<file path="src/rtl/instruction_fetch.sv">
// Fetch front end: keeps the fetch PC, issues word reads, buffers returned words in an
// in-order FIFO and presents the head instruction (or NOP) to decode.

module instruction_fetch_chk (
    input  logic clk,
    input  logic rst,
    input  logic push,
    input  logic pop,
    input  logic full
);
    push_to_full_a: assert property (@(posedge clk) disable iff (!rst) !(push && full && !pop));
endmodule

module instruction_fetch #(
    parameter logic [31:0] RESET_PC   = 32'h0000_0000,
    parameter int          FIFO_DEPTH = 4
) (
    input  logic        clk,
    input  logic        rst,
    output logic        mem_req_o,
    output logic [31:0] mem_addr_o,
    input  logic        mem_gnt_i,
    input  logic        mem_rvalid_i,
    input  logic [31:0] mem_rdata_i,
    input  logic        redirect_i,
    input  logic [31:0] redirect_pc_i,
    input  logic        stall_i,
    output logic [31:0] instr_o,
    output logic [31:0] instr_pc_o,
    output logic        instr_valid_o
);
    localparam int          AW      = $clog2(FIFO_DEPTH);
    localparam int          CW      = AW + 1;
    localparam logic [31:0] NOP     = 32'hE320_F000;
    localparam logic [CW:0] DEPTH_L = (CW + 1)'(FIFO_DEPTH);

    typedef enum logic [0:0] {RUN = 1'b0, DRAIN = 1'b1} state_t;

    state_t        state_r;
    state_t        state_nxt_s;
    logic [31:0]   fetch_pc_r;
    logic [31:0]   resp_pc_r;
    logic [CW-1:0] outstanding_r;
    logic [CW-1:0] drop_cnt_r;
    logic [CW-1:0] fifo_count_r;
    logic [AW-1:0] wr_ptr_r;
    logic [AW-1:0] rd_ptr_r;
    logic [31:0]   data_mem_r [FIFO_DEPTH];
    logic [31:0]   pc_mem_r   [FIFO_DEPTH];
    logic [CW:0]   credit_use_s;
    logic [CW-1:0] remain_s;
    logic          req_s;
    logic          xfer_s;
    logic          push_s;
    logic          pop_s;
    logic          full_s;

    // Credits count both in-flight reads and buffered words, so a response always has a slot.
    assign credit_use_s  = {1'b0, outstanding_r} + {1'b0, fifo_count_r};
    assign remain_s      = outstanding_r - CW'(mem_rvalid_i);
    assign req_s         = rst && (state_r == RUN) && !redirect_i && (credit_use_s < DEPTH_L);
    assign xfer_s        = req_s && mem_gnt_i;
    assign push_s        = mem_rvalid_i && (state_r == RUN) && !redirect_i;
    assign instr_valid_o = (fifo_count_r != {CW{1'b0}});
    assign pop_s         = instr_valid_o && !stall_i && !redirect_i;
    assign full_s        = (fifo_count_r == CW'(FIFO_DEPTH));

    assign mem_req_o  = req_s;
    assign mem_addr_o = fetch_pc_r;
    assign instr_o    = instr_valid_o ? data_mem_r[rd_ptr_r] : NOP;
    assign instr_pc_o = instr_valid_o ? pc_mem_r[rd_ptr_r] : 32'h0000_0000;

    // Next-state selection for the RUN/DRAIN sequencer
    always_comb begin
        state_nxt_s = state_r;
        case (state_r)
            RUN: begin
                if (redirect_i && (remain_s != {CW{1'b0}})) begin
                    state_nxt_s = DRAIN;
                end else begin
                    state_nxt_s = RUN;
                end
            end
            DRAIN: begin
                if (mem_rvalid_i && (drop_cnt_r == CW'(1))) begin
                    state_nxt_s = RUN;
                end else begin
                    state_nxt_s = DRAIN;
                end
            end
            default: state_nxt_s = RUN;
        endcase
    end

    // Fetch PC, response PC, in-flight and drop counters, sequencer state
    always_ff @(posedge clk or negedge rst) begin
        if (!rst) begin
            state_r       <= RUN;
            fetch_pc_r    <= RESET_PC;
            resp_pc_r     <= RESET_PC;
            outstanding_r <= {CW{1'b0}};
            drop_cnt_r    <= {CW{1'b0}};
        end else begin
            state_r       <= state_nxt_s;
            outstanding_r <= outstanding_r + CW'(xfer_s) - CW'(mem_rvalid_i);
            if (redirect_i) begin
                fetch_pc_r <= {redirect_pc_i[31:2], 2'b00};
                resp_pc_r  <= {redirect_pc_i[31:2], 2'b00};
            end else begin
                if (xfer_s) begin
                    fetch_pc_r <= fetch_pc_r + 32'd4;
                end
                if (push_s) begin
                    resp_pc_r <= resp_pc_r + 32'd4;
                end
            end
            if ((state_r == RUN) && redirect_i) begin
                drop_cnt_r <= remain_s;
            end else if ((state_r == DRAIN) && mem_rvalid_i) begin
                drop_cnt_r <= drop_cnt_r - CW'(1);
            end
        end
    end

    // Instruction buffer; a redirect empties it ahead of any push or pop
    always_ff @(posedge clk or negedge rst) begin
        if (!rst) begin
            wr_ptr_r     <= {AW{1'b0}};
            rd_ptr_r     <= {AW{1'b0}};
            fifo_count_r <= {CW{1'b0}};
            for (int i = 0; i < FIFO_DEPTH; i++) begin
                data_mem_r[i] <= 32'h0000_0000;
                pc_mem_r[i]   <= 32'h0000_0000;
            end
        end else if (redirect_i) begin
            wr_ptr_r     <= {AW{1'b0}};
            rd_ptr_r     <= {AW{1'b0}};
            fifo_count_r <= {CW{1'b0}};
        end else begin
            if (push_s) begin
                data_mem_r[wr_ptr_r] <= mem_rdata_i;
                pc_mem_r[wr_ptr_r]   <= resp_pc_r;
                wr_ptr_r             <= wr_ptr_r + AW'(1);
            end
            if (pop_s) begin
                rd_ptr_r <= rd_ptr_r + AW'(1);
            end
            fifo_count_r <= fifo_count_r + CW'(push_s) - CW'(pop_s);
        end
    end

    instruction_fetch_chk u_chk (
        .clk  (clk),
        .rst  (rst),
        .push (push_s),
        .pop  (pop_s),
        .full (full_s)
    );
endmodule

</file>
<file path="config.mk">
export PLATFORM = sky130hd
export DESIGN_NAME = instruction_fetch
export DESIGN_NICKNAME = d
export VERILOG_FILES = /design/src/rtl/instruction_fetch.sv
export SDC_FILE = /design/constraint.sdc
export NUM_CORES = 1
export LEC_CHECK = 0
export CORE_MARGIN = 3
export CORE_UTILIZATION = 57
export DETAILED_ROUTE_END_ITERATION = 7
export GPL_ROUTABILITY_DRIVEN = 0
export PLACE_DENSITY = 0.83
export SKIP_LAST_GASP = 1
export SLEW_MARGIN = 20
export SYNTH_ARGS = -nofsm -noshare
export SYNTH_HDL_FRONTEND = slang
export SYNTH_SLANG_ARGS = --single-unit
</file>
<file path="constraint.sdc">
create_clock -name clk -period 3.2 [get_ports clk]
set_input_delay 0.96 -clock clk [delete_from_list [all_inputs] [get_ports clk]]
set_output_delay 0.96 -clock clk [all_outputs]
set_load 0.1 [all_outputs]
</file>
==> metrics.cfg, run 1 <==
[critical_path]
crit_arrival_ns = 2.30
start_kind = flop
path_class = reg2out
reg2reg_depth = 11
critPathMaxFanout = 6
crit_required_ns = 2.24
critPathCaptureType = output port
r2r_setup_slack_ns = 0.61

[finish]
area_growth_pct = 27.6
drive_gt1_share_pct = 44.6
post-route-util_pct = 74.7
layout_commonest_cell = dfrtp_1
layout_common_cells = dfrtp_1 (320), mux2_2 (257), buf_12 (77)
nets = 1403
fin_area_mm2 = 0.0197

[timing]
max_freq_mhz = 307
setup_tns_ns = -0.604
hold_viol_final = 0
rsz0062_at_grt = true
skew_ns = 0.0177
report.final.slew_viol_count = 0
finalSetupViolations = 22
layout_min_cycle_time_ns = 3.26
period_share_pct = 102
worst_slew_pin_slew_ns = 0.950
worst_slack_ns = -0.0573
slew_headroom_pct = 36.7

[power]
power.share.combinational_pct = 48.5
p_switching_mw = 7.69
switching_share_pct = 40.1
power_density_mw_per_mm2 = 973
intPower_mw = 11.5
peakVddDrop_uv = 797
p_leak_nw = 8.73
pwr-share-clk_pct = 22.8
seq_power_share_pct = 28.7

[detailed_routing]
postRouteAntennaNets = 0
viasPerCell = 6.02
wl_per_cell_um = 22.0
drt_wl_total_um = 37000
drtIter0Drc = 729
vias = 10100
dr.pass1.iters = 5
drc = 0

[die]
die_w_um = 171
die-area_mm2 = 0.0291
num_rows = 59
ios = 168
initial_core_util_pct = 58.6
dieHeight_um = 171
core_mm2 = 0.0264

[clocking]
clock_path_buffers = 3
clk_pin_slew_worst_paths_ns = 0.06
htreeDepth = 2
cts_root_buffer = clkbuf_16
clk_latency_ns = 0.52
cts_tree = yes
cts_inserted_buffers = 36
cts.sinks = 322

[synthesis]
ys_types = 51
syn_inst = 1144
ys_warn_count = 0
ys_ff_latch = 322
synthesis.area_mm2 = 0.0154
async_flop_share_pct = 100
avgSynthCellArea_um2 = 13.5
yosysSeqAreaShare_pct = 52.2
synth-main-ff-cell = dfrtp_1
synth_edf_count = 0

[grt]
gr-total-overflow = 0
grt_pass1_vias = 10800
grt_pass1_wl_um = 58200
antenna_found_initial = 2
grt_start_max_net_pins = 180
grtUsageTotal_pct = 25.2

[placed_design]
placed_area_mm2 = 0.0182
portBuffers = 161
hpwlAfterDp_um = 22600

[outcome]
status = complete, but fails checks
violations = negative setup slack

[min_path]
hp-class = in2async

[job]
cap_violations = 0

[critical path, cell delays in order, from the launching register on]
cell and delay, ns:
dfrtp_4 0.51, buf_4 0.17, clkbuf_16 0.16, buf_4 0.14, mux4_2 0.42, nor2b_2 0.19, buf_12 0.19
[state kept, by name, summed over array words and instances (netlist names)]
name,cells
drop_cnt_r,3
pc_mem_r,120
fifo_count_r,3
mem_addr_o,30
state_r,1
data_mem_r,128
wr_ptr_r,2
rd_ptr_r,2
resp_pc_r,30
outstanding_r,3
[layer usage]
layer | wire length, um | vias to the layer above | GRT usage, %
met5 | 0 | - | 0
met4 | 1050 | 0 | 8.11
met3 | 1550 | 78 | 3.21
met2 | 19200 | 291 | 43.4
met1 | 15200 | 5279 | 33.5
li1 | - | 4461 | -
[through the flow]
| stage | setup slack [ns] | hold slack, ns | cells | power, mW |
|---|---|---|---|---|
| CTS | -0.0437 | 0.383 | 1665 | 19.0 |
| global route | -0.0993 | 0.392 | 1678 | 19.9 |
| finish | -0.0573 | 0.396 | 1678 | 19.2 |
| global placement | 0.219 | 0.483 | 1593 | 14.3 |
| floorplan | 0.0478 | 0.475 | 1147 | 11.5 |
| detailed placement | 0.204 | 0.490 | 1593 | 14.5 |
[power by group through the flow]
stage	clock network, mW	registers (mW)	logic [mW]
floorplan	0	5.56	5.92
global placement	0	5.47	8.85
detailed placement	0	5.53	8.96
CTS	4.40	5.49	9.16
global route	4.58	5.59	9.69
finish	4.36	5.49	9.30
[synth_stat cells, types with 3 or more instances]
master    number  area share, %
or2_2         10           0.41
a21boi_0       5           0.24
o311ai_0       7           0.40
inv_1         26           0.63
mux2_2       257             19
and4_1         8           0.45
o21ai_0       19           0.62
nor2b_1       54            2.2
nor4_4         3           0.41
buf_1          4          0.097
and2_1         5           0.20
mux4_2        62            9.0
nand2_1       45            1.1
nand3_1       37            1.2
clkbuf_1      30           0.73
o211ai_1       9           0.44
buf_2         38            1.2
nor3_1        11           0.36
buf_4          6           0.29
o21ai_1        9           0.29
mux2i_1        4           0.26
dfrtp_1      322             52
and3_1        11           0.45
nor2_1        29           0.71
nor4_1         5           0.20
xnor2_1       32            1.8
ha_1          16            1.3
xor2_1        16           0.91
nand4_1       16           0.65
or4_1          5           0.24
a21oi_1       15           0.49
[cell families (layout without fill, tap and decap cells)]
logic type                 Yosys count  count (layout)  synth area share (%)
and+or+nand+nor                    254             254                  9.40
DFF                                322             322                  52.2
buffers and inverters              106             300                  3.13
xor gates and xnor gates            48              48                  2.72
adders and majority gates           18              18                  1.56
muxes                              323             323                  28.1
AOI/OAI and AO/OA                   72              72                  2.89
other                                1               6                0.0243
[timing repair]
item / 4_1_cts / 5_1_grt
hold endpoints to repair: 0 / 0
hold buffers: 0 / 0
endpoints found under the setup margin: 57 / 58
cloned: 1 / 2
buffers inserted: 7 / 9
gates resized for setup: 2 / 12
pin swaps: 0 / 0
[area by class of cell]
type,instances,area [um2]
Sequential cell,322,8060
Multi-Input combinational cell,719,7050
Fill cell,1572,6670
Timing Repair Buffer,210,2790
Clock buffer,54,1080
Tap cell,335,419
Clock inverter,10,179
Inverter,26,97.6
Antenna cell,2,5.00
[path summary, 6_finish.rpt]
check                                      from          endpoint
worst max-delay path                rd_ptr_r[0]       instr_o[18]
worst min-delay path                        rst    data_mem_r[73]
worst max register to register  fifo_count_r[1]  outstanding_r[2]
worst min register to register    data_mem_r[0]     data_mem_r[0]
max in group asynchronous                   rst    data_mem_r[22]
min in group clk                  data_mem_r[0]     data_mem_r[0]
Note: power is estimated with default switching activity, not from simulation.
==> run 2: changes to the inputs <==
Settings changed: CORE_UTILIZATION 57 to 28, PLACE_DENSITY 0.83 to 0.48.
==> metrics.cfg, run 2 (synthesized netlist as in run 1, its figures left out) <==
[power]
total_power_mw = 20.2  ; +5.5%
switching_share_pct = 40.4  ; +0.29 points
p_leak_nw = 8.94  ; +2.5%
p_switching_mw = 8.17  ; +6.2%
power.share.combinational_pct = 50.5  ; +2.0 points
power_density_mw_per_mm2 = 978  ; +0.56%
intPower_mw = 12.0  ; +4.9%
peakVddDrop_uv = 566  ; -29%
seq_power_share_pct = 26.9  ; -1.8 points
pwr-share-clk_pct = 22.6  ; -0.2 points

[placed_design]
place_ws_ns = 0.132  ; -0.0714 ns
portBuffers = 161  ; unchanged
hpwlAfterDp_um = 26700  ; +18%
placed_area_mm2 = 0.0187  ; +3.0%
numPlacedInstances = 1959  ; +23%

[timing]
worst_slack_ns = -0.00766  ; +0.0496 ns
rsz0062_at_grt = true
finalSetupViolations = 6  ; -73%
max_freq_mhz = 312  ; +1.5%
slew_headroom_pct = 32.4  ; -4.2 points
worst_slew_pin_slew_ns = 1.01  ; +0.0599 ns
layout_min_cycle_time_ns = 3.21  ; -0.0496 ns
report.final.slew_viol_count = 0  ; unchanged
skew_ns = 0.00947  ; -0.00825 ns
period_share_pct = 100  ; -1.6 points
hold_viol_final = 0  ; unchanged
timing.hold.ws_ns = 0.403  ; +0.00703 ns

[clocking]
htreeDepth = 2  ; unchanged
cts.sinks = 322  ; unchanged
clock_path_buffers = 3  ; unchanged
cts_tree = yes
clk_pin_slew_worst_paths_ns = 0.06  ; about the same
cts_root_buffer = clkbuf_16
cts_inserted_buffers = 39  ; +8.3%
cts_hold_buf = 0  ; unchanged
clk_latency_ns = 0.55  ; +0.03 ns

[critical_path]
path_depth = 6  ; unchanged
crit_arrival_ns = 2.25  ; -0.05 ns
crit_top_cell = buf_12
cpMaxStageDelayCell = dfrtp_4
crit_buf_inv = 4  ; unchanged
critPathCaptureType = output port
crit_chain = buf_12 > buf_12 > buf_16 > mux4_2 > nor2b_4 > buf_12
crit_required_ns = 2.24  ; about the same
reg2reg_depth = 11  ; unchanged
critPathMaxFanout = 7  ; +1
path_class = reg2out
path_delay_family = buffers and inverters
critPathMaxStageDelay_ns = 0.50  ; about the same
start_kind = flop

[finish]
fin_area_mm2 = 0.0206  ; +4.9%
drive_gt1_share_pct = 45.1  ; +0.53 points
final_cells = 2050  ; +22%
regMostFlops = data_mem_r
largest_reg_flops = 128  ; unchanged
n_antenna_cell = 0  ; -2
layout_commonest_cell = dfrtp_1
area_growth_pct = 33.8
nets = 1413  ; +0.71%
layout_common_cells = dfrtp_1 (320), mux2_2 (257), buf_12 (84)
reg.largest.list = data_mem_r: 128 flops, pc_mem_r: 120 flops

[grt]
gr-total-overflow = 0  ; unchanged
grtUsageTotal_pct = 14.9  ; -10 points
grt_start_max_net_pins = 146  ; -19%
grt_pass1_wl_um = 65600  ; +13%
grt_pass1_vias = 10700  ; -0.57%
antenna_found_initial = 1  ; -1

[min_path]
hp-class = in2async

[detailed_routing]
postRouteAntennaNets = 0  ; unchanged
wl_per_cell_um = 20.6  ; -6.5%
dr.pass1.iters = 4  ; -1
vias = 9793  ; -3.1%
drt_wl_total_um = 42200  ; +14%
drtIter0Drc = 408  ; -44%
drc = 0  ; unchanged
viasPerCell = 4.78  ; -21%

[die]
ios = 168  ; unchanged
core_mm2 = 0.0541  ; +110%
dieHeight_um = 241  ; +41%
die_w_um = 241  ; +41%
initial_core_util_pct = 28.5  ; -30 points
die-area_mm2 = 0.0580  ; +99%
num_rows = 85  ; +44%

[job]
cap_violations = 0  ; unchanged

[outcome]
status = complete, but fails checks
violations = negative setup slack

==> run 2: cell types whose count changed in the layout (fill, tap and decap cells not counted), moves of 7 or more <==
cell and delta:
or2_2 -9, nor2b_4 +40, buf_12 +7, nor2b_2 -40, or2_4 +9
==> run 2: final timing paths <==
| check | from | end | slack, ns |
|---|---|---|---|
| max in group asynchronous | rst | data_mem_r[97] | 1.52 |
| max reg2reg | fifo_count_r[1] | fifo_count_r[2] | 0.64 |
| min | rst | data_mem_r[104] | 0.40 |
| min reg2reg | data_mem_r[38] | data_mem_r[38] | 0.50 |
| min in group clk | data_mem_r[38] | data_mem_r[38] | 0.50 |
| max | rd_ptr_r[0] | instr_pc_o[31] | -0.008 |
==> run 2: per-layer routing <==
layer	wire length, um	vias up	GRT usage (%)
met5	0	-	0
met3	1420	54	2.71
li1	-	4494	-
met4	771	0	3.84
met2	21200	130	25.4
met1	18900	5115	19.6
==> run 2: power by group through the flow <==
stage	Combinational [mW]	Sequential, mW	Clock, mW
after global placement	9.15	5.50	0
after CTS	10.1	5.44	4.74
after floorplan	5.92	5.56	0
after global routing	10.7	5.55	4.89
after detailed placement	9.19	5.53	0
final	10.2	5.44	4.56
==> run 2: layout make-up <==
type	instances	area [um2]
clock buffer	59	1190
timing repair buffer	217	2990
multi-input combinational	719	7290
inverter	26	97.6
tap	696	871
fill	5066	33500
sequential	322	8060
clock inverter	11	134
==> run 2: stage by stage <==
stage                     TNS [ns]  util, %
after floorplan                  0        -
after global placement           0     34.6
after detailed placement         0     34.6
after CTS                    -2.26     37.9
after global routing         -2.05     38.1
final                      -0.0206     38.1
==> run 2: timing repair <==
item                                    4_1_cts  5_1_grt
pin swaps                                     0        0
gates resized for setup                      33       33
endpoints found under the setup margin       57       56
setup buffers                                14        1
gates cloned                                  6        2
hold endpoints to repair                      0        0
==> run 3: changes to the inputs <==
Settings changed: CELL_PAD_IN_SITES_DETAIL_PLACEMENT set to 0, CELL_PAD_IN_SITES_GLOBAL_PLACEMENT set to 1, PLACE_DENSITY 0.48 to not set, PLACE_DENSITY_LB_ADDON set to 0.12.
==> metrics.cfg, run 3 (synthesized netlist as in run 1, its figures left out) <==
[grt]
antenna_found_initial = 1  ; unchanged
grtUsageTotal_pct = 15.2  ; +0.32 points
grt_pass1_vias = 10500  ; -1.8%
gr-total-overflow = 0  ; unchanged
grt_start_max_net_pins = 143  ; -2.1%
grt_pass1_wl_um = 66800  ; +1.8%

[power]
peakVddDrop_uv = 820  ; +45%
power_density_mw_per_mm2 = 960  ; -1.9%
total_power_mw = 19.7  ; -2.5%
p_leak_nw = 8.88  ; -0.70%

[critical_path]
crit_top_cell = buf_12
crit_chain = buf_12 > buf_16 > mux4_2 > or2_4 > buf_12
critPathMaxFanout = 8  ; +1
cpMaxStageDelayCell = mux4_2
path_class = reg2out
critPathMaxStageDelay_ns = 0.50  ; about the same
crit_required_ns = 2.24  ; about the same
start_kind = flop
critPathCaptureType = output port
crit_arrival_ns = 2.29  ; +0.04 ns

[timing]
period_share_pct = 101  ; +1.2 points
max_freq_mhz = 308  ; -1.2%
finalSetupViolations = 36  ; +30
skew_ns = 0.0168  ; +0.00733 ns
setup_tns_ns = -0.707  ; -0.687 ns
hold_viol_final = 0  ; unchanged
report.final.slew_viol_count = 0  ; unchanged
timing.hold.ws_ns = 0.498  ; +0.0948 ns
worst_slew_pin_slew_ns = 1.09  ; +0.0795 ns
worst_slack_ns = -0.0474  ; -0.0397 ns
slew_headroom_pct = 27.1  ; -5.3 points
rsz0062_at_grt = true
layout_min_cycle_time_ns = 3.25  ; +0.0397 ns

[die]
core_mm2 = 0.0541  ; unchanged
num_rows = 85  ; unchanged
die_w_um = 241  ; unchanged
dieHeight_um = 241  ; unchanged
die-area_mm2 = 0.0580  ; unchanged
ios = 168  ; unchanged
initial_core_util_pct = 28.5  ; unchanged

[clocking]
clock_path_buffers = 3  ; unchanged
cts_tree = yes
clk_pin_slew_worst_paths_ns = 0.06  ; about the same
htreeDepth = 2  ; unchanged
cts_root_buffer = clkbuf_16
cts.sinks = 322  ; unchanged
cts_hold_buf = 0  ; unchanged
cts_inserted_buffers = 39  ; unchanged
clk_latency_ns = 0.55  ; about the same

[detailed_routing]
wl_per_cell_um = 21.2  ; +2.8%
viasPerCell = 4.79  ; +0.19%
drtIter0Drc = 439  ; +7.6%
vias = 9812  ; +0.19%
dr.pass1.iters = 4  ; unchanged
drc = 0  ; unchanged
drt_wl_total_um = 43400  ; +2.8%
postRouteAntennaNets = 0  ; unchanged

[finish]
seq_area_mm2 = 0.00806  ; unchanged
fillCellCount = 5204  ; +2.7%
regMostFlops = data_mem_r
nets = 1416  ; +0.21%
layout_commonest_cell = dfrtp_1
reg.largest.list = data_mem_r: 128 flops, pc_mem_r: 120 flops
drive_gt1_share_pct = 45.3  ; +0.15 points
fin_area_mm2 = 0.0205  ; -0.68%
largest_reg_flops = 128  ; unchanged
area_growth_pct = 32.9
n_antenna_cell = 0  ; unchanged
layout_common_cells = dfrtp_1 (320), mux2_2 (257), buf_12 (86)
multi_input_comb_area_mm2 = 0.00717  ; -1.6%
post-route-util_pct = 37.9  ; -0.26 points

[job]
cap_violations = 0  ; unchanged

[outcome]
violations = negative setup slack
status = complete, but fails checks

[placed_design]
portBuffers = 161  ; unchanged
hpwlAfterDp_um = 27700  ; +4.0%
placed_area_mm2 = 0.0187  ; +0.17%

[min_path]
hp-class = reg2reg

[run 3: cell count changes in the layout (fill, tap and decap cells not counted), moves of 2 or more]
cell       before  now
buf_12         84   86
clkbuf_8       10   16
bufinv_16       3    1
clkbuf_1        8    6
buf_4          56   59
nor2b_4        41   19
nor2b_2        11   33
clkbuf_16      43   40
clkinv_2        7    4
[run 3: final timing paths]
check	from	endpoint	slack (ns)	depth (start not counted)
max	rd_ptr_r[0]	instr_o[25]	-0.05	5
min	data_mem_r[60]	data_mem_r[60]	0.50	1
max reg2reg	fifo_count_r[1]	mem_addr_o[7]	0.57	7
min reg2reg	data_mem_r[60]	data_mem_r[60]	0.50	1
max in group asynchronous	rst	rd_ptr_r[0]	1.47	3
min in group asynchronous	rst	data_mem_r[87]	0.51	2
[run 3: final cells by class]
cell class / count / share of cell area, %
sequential: 322 / 39.3
tap: 696 / 4.25
clock buffer: 61 / 5.94
inverter: 26 / 0.476
multi-input combinational: 719 / 35.0
clock inverter: 6 / 0.287
timing repair buffer: 220 / 14.7
[run 3: critical path: cells and delay by family, from the launching register on]
kind | cells | cell delay [ns]
simple gates | 1 | 0.28
flops | 1 | 0.45
buf+inv | 3 | 0.49
mux | 1 | 0.50
[run 3: where the power goes]
| part | internal [mW] | switching [mW] | leakage (nW) |
|---|---|---|---|
| Combinational | 4.17 | 5.66 | 4.01 |
| Sequential | 4.88 | 0.556 | 4.23 |
| Clock | 2.68 | 1.75 | 0.637 |
| Total | 11.7 | 7.96 | 8.88 |
[run 3: stage by stage]
step,worst slack (ns),instances
after floorplan,0.0478,1147
final,-0.0474,2050
after detailed placement,0.0339,1962
after global routing,-0.132,2050
after CTS,-0.109,2051
after global placement,0.0179,1962
[run 3: layer usage]
metal  vias up  GRT usage [%]  wire length [um]
met5         -              0                 0
met1      5119           20.9             19900
met2       145           24.8             21000
met4         0           4.16               984
met3        59           2.66              1470
li1       4489              -                 -
[run 3: what timing repair did]
| action | in CTS | in global routing |
|---|---|---|
| setup endpoints to repair | 48 | 63 |
| buffers inserted | 18 | 1 |
| gates resized for setup | 39 | 7 |
| pin swaps | 1 | 1 |
| cloned | 4 | 0 |
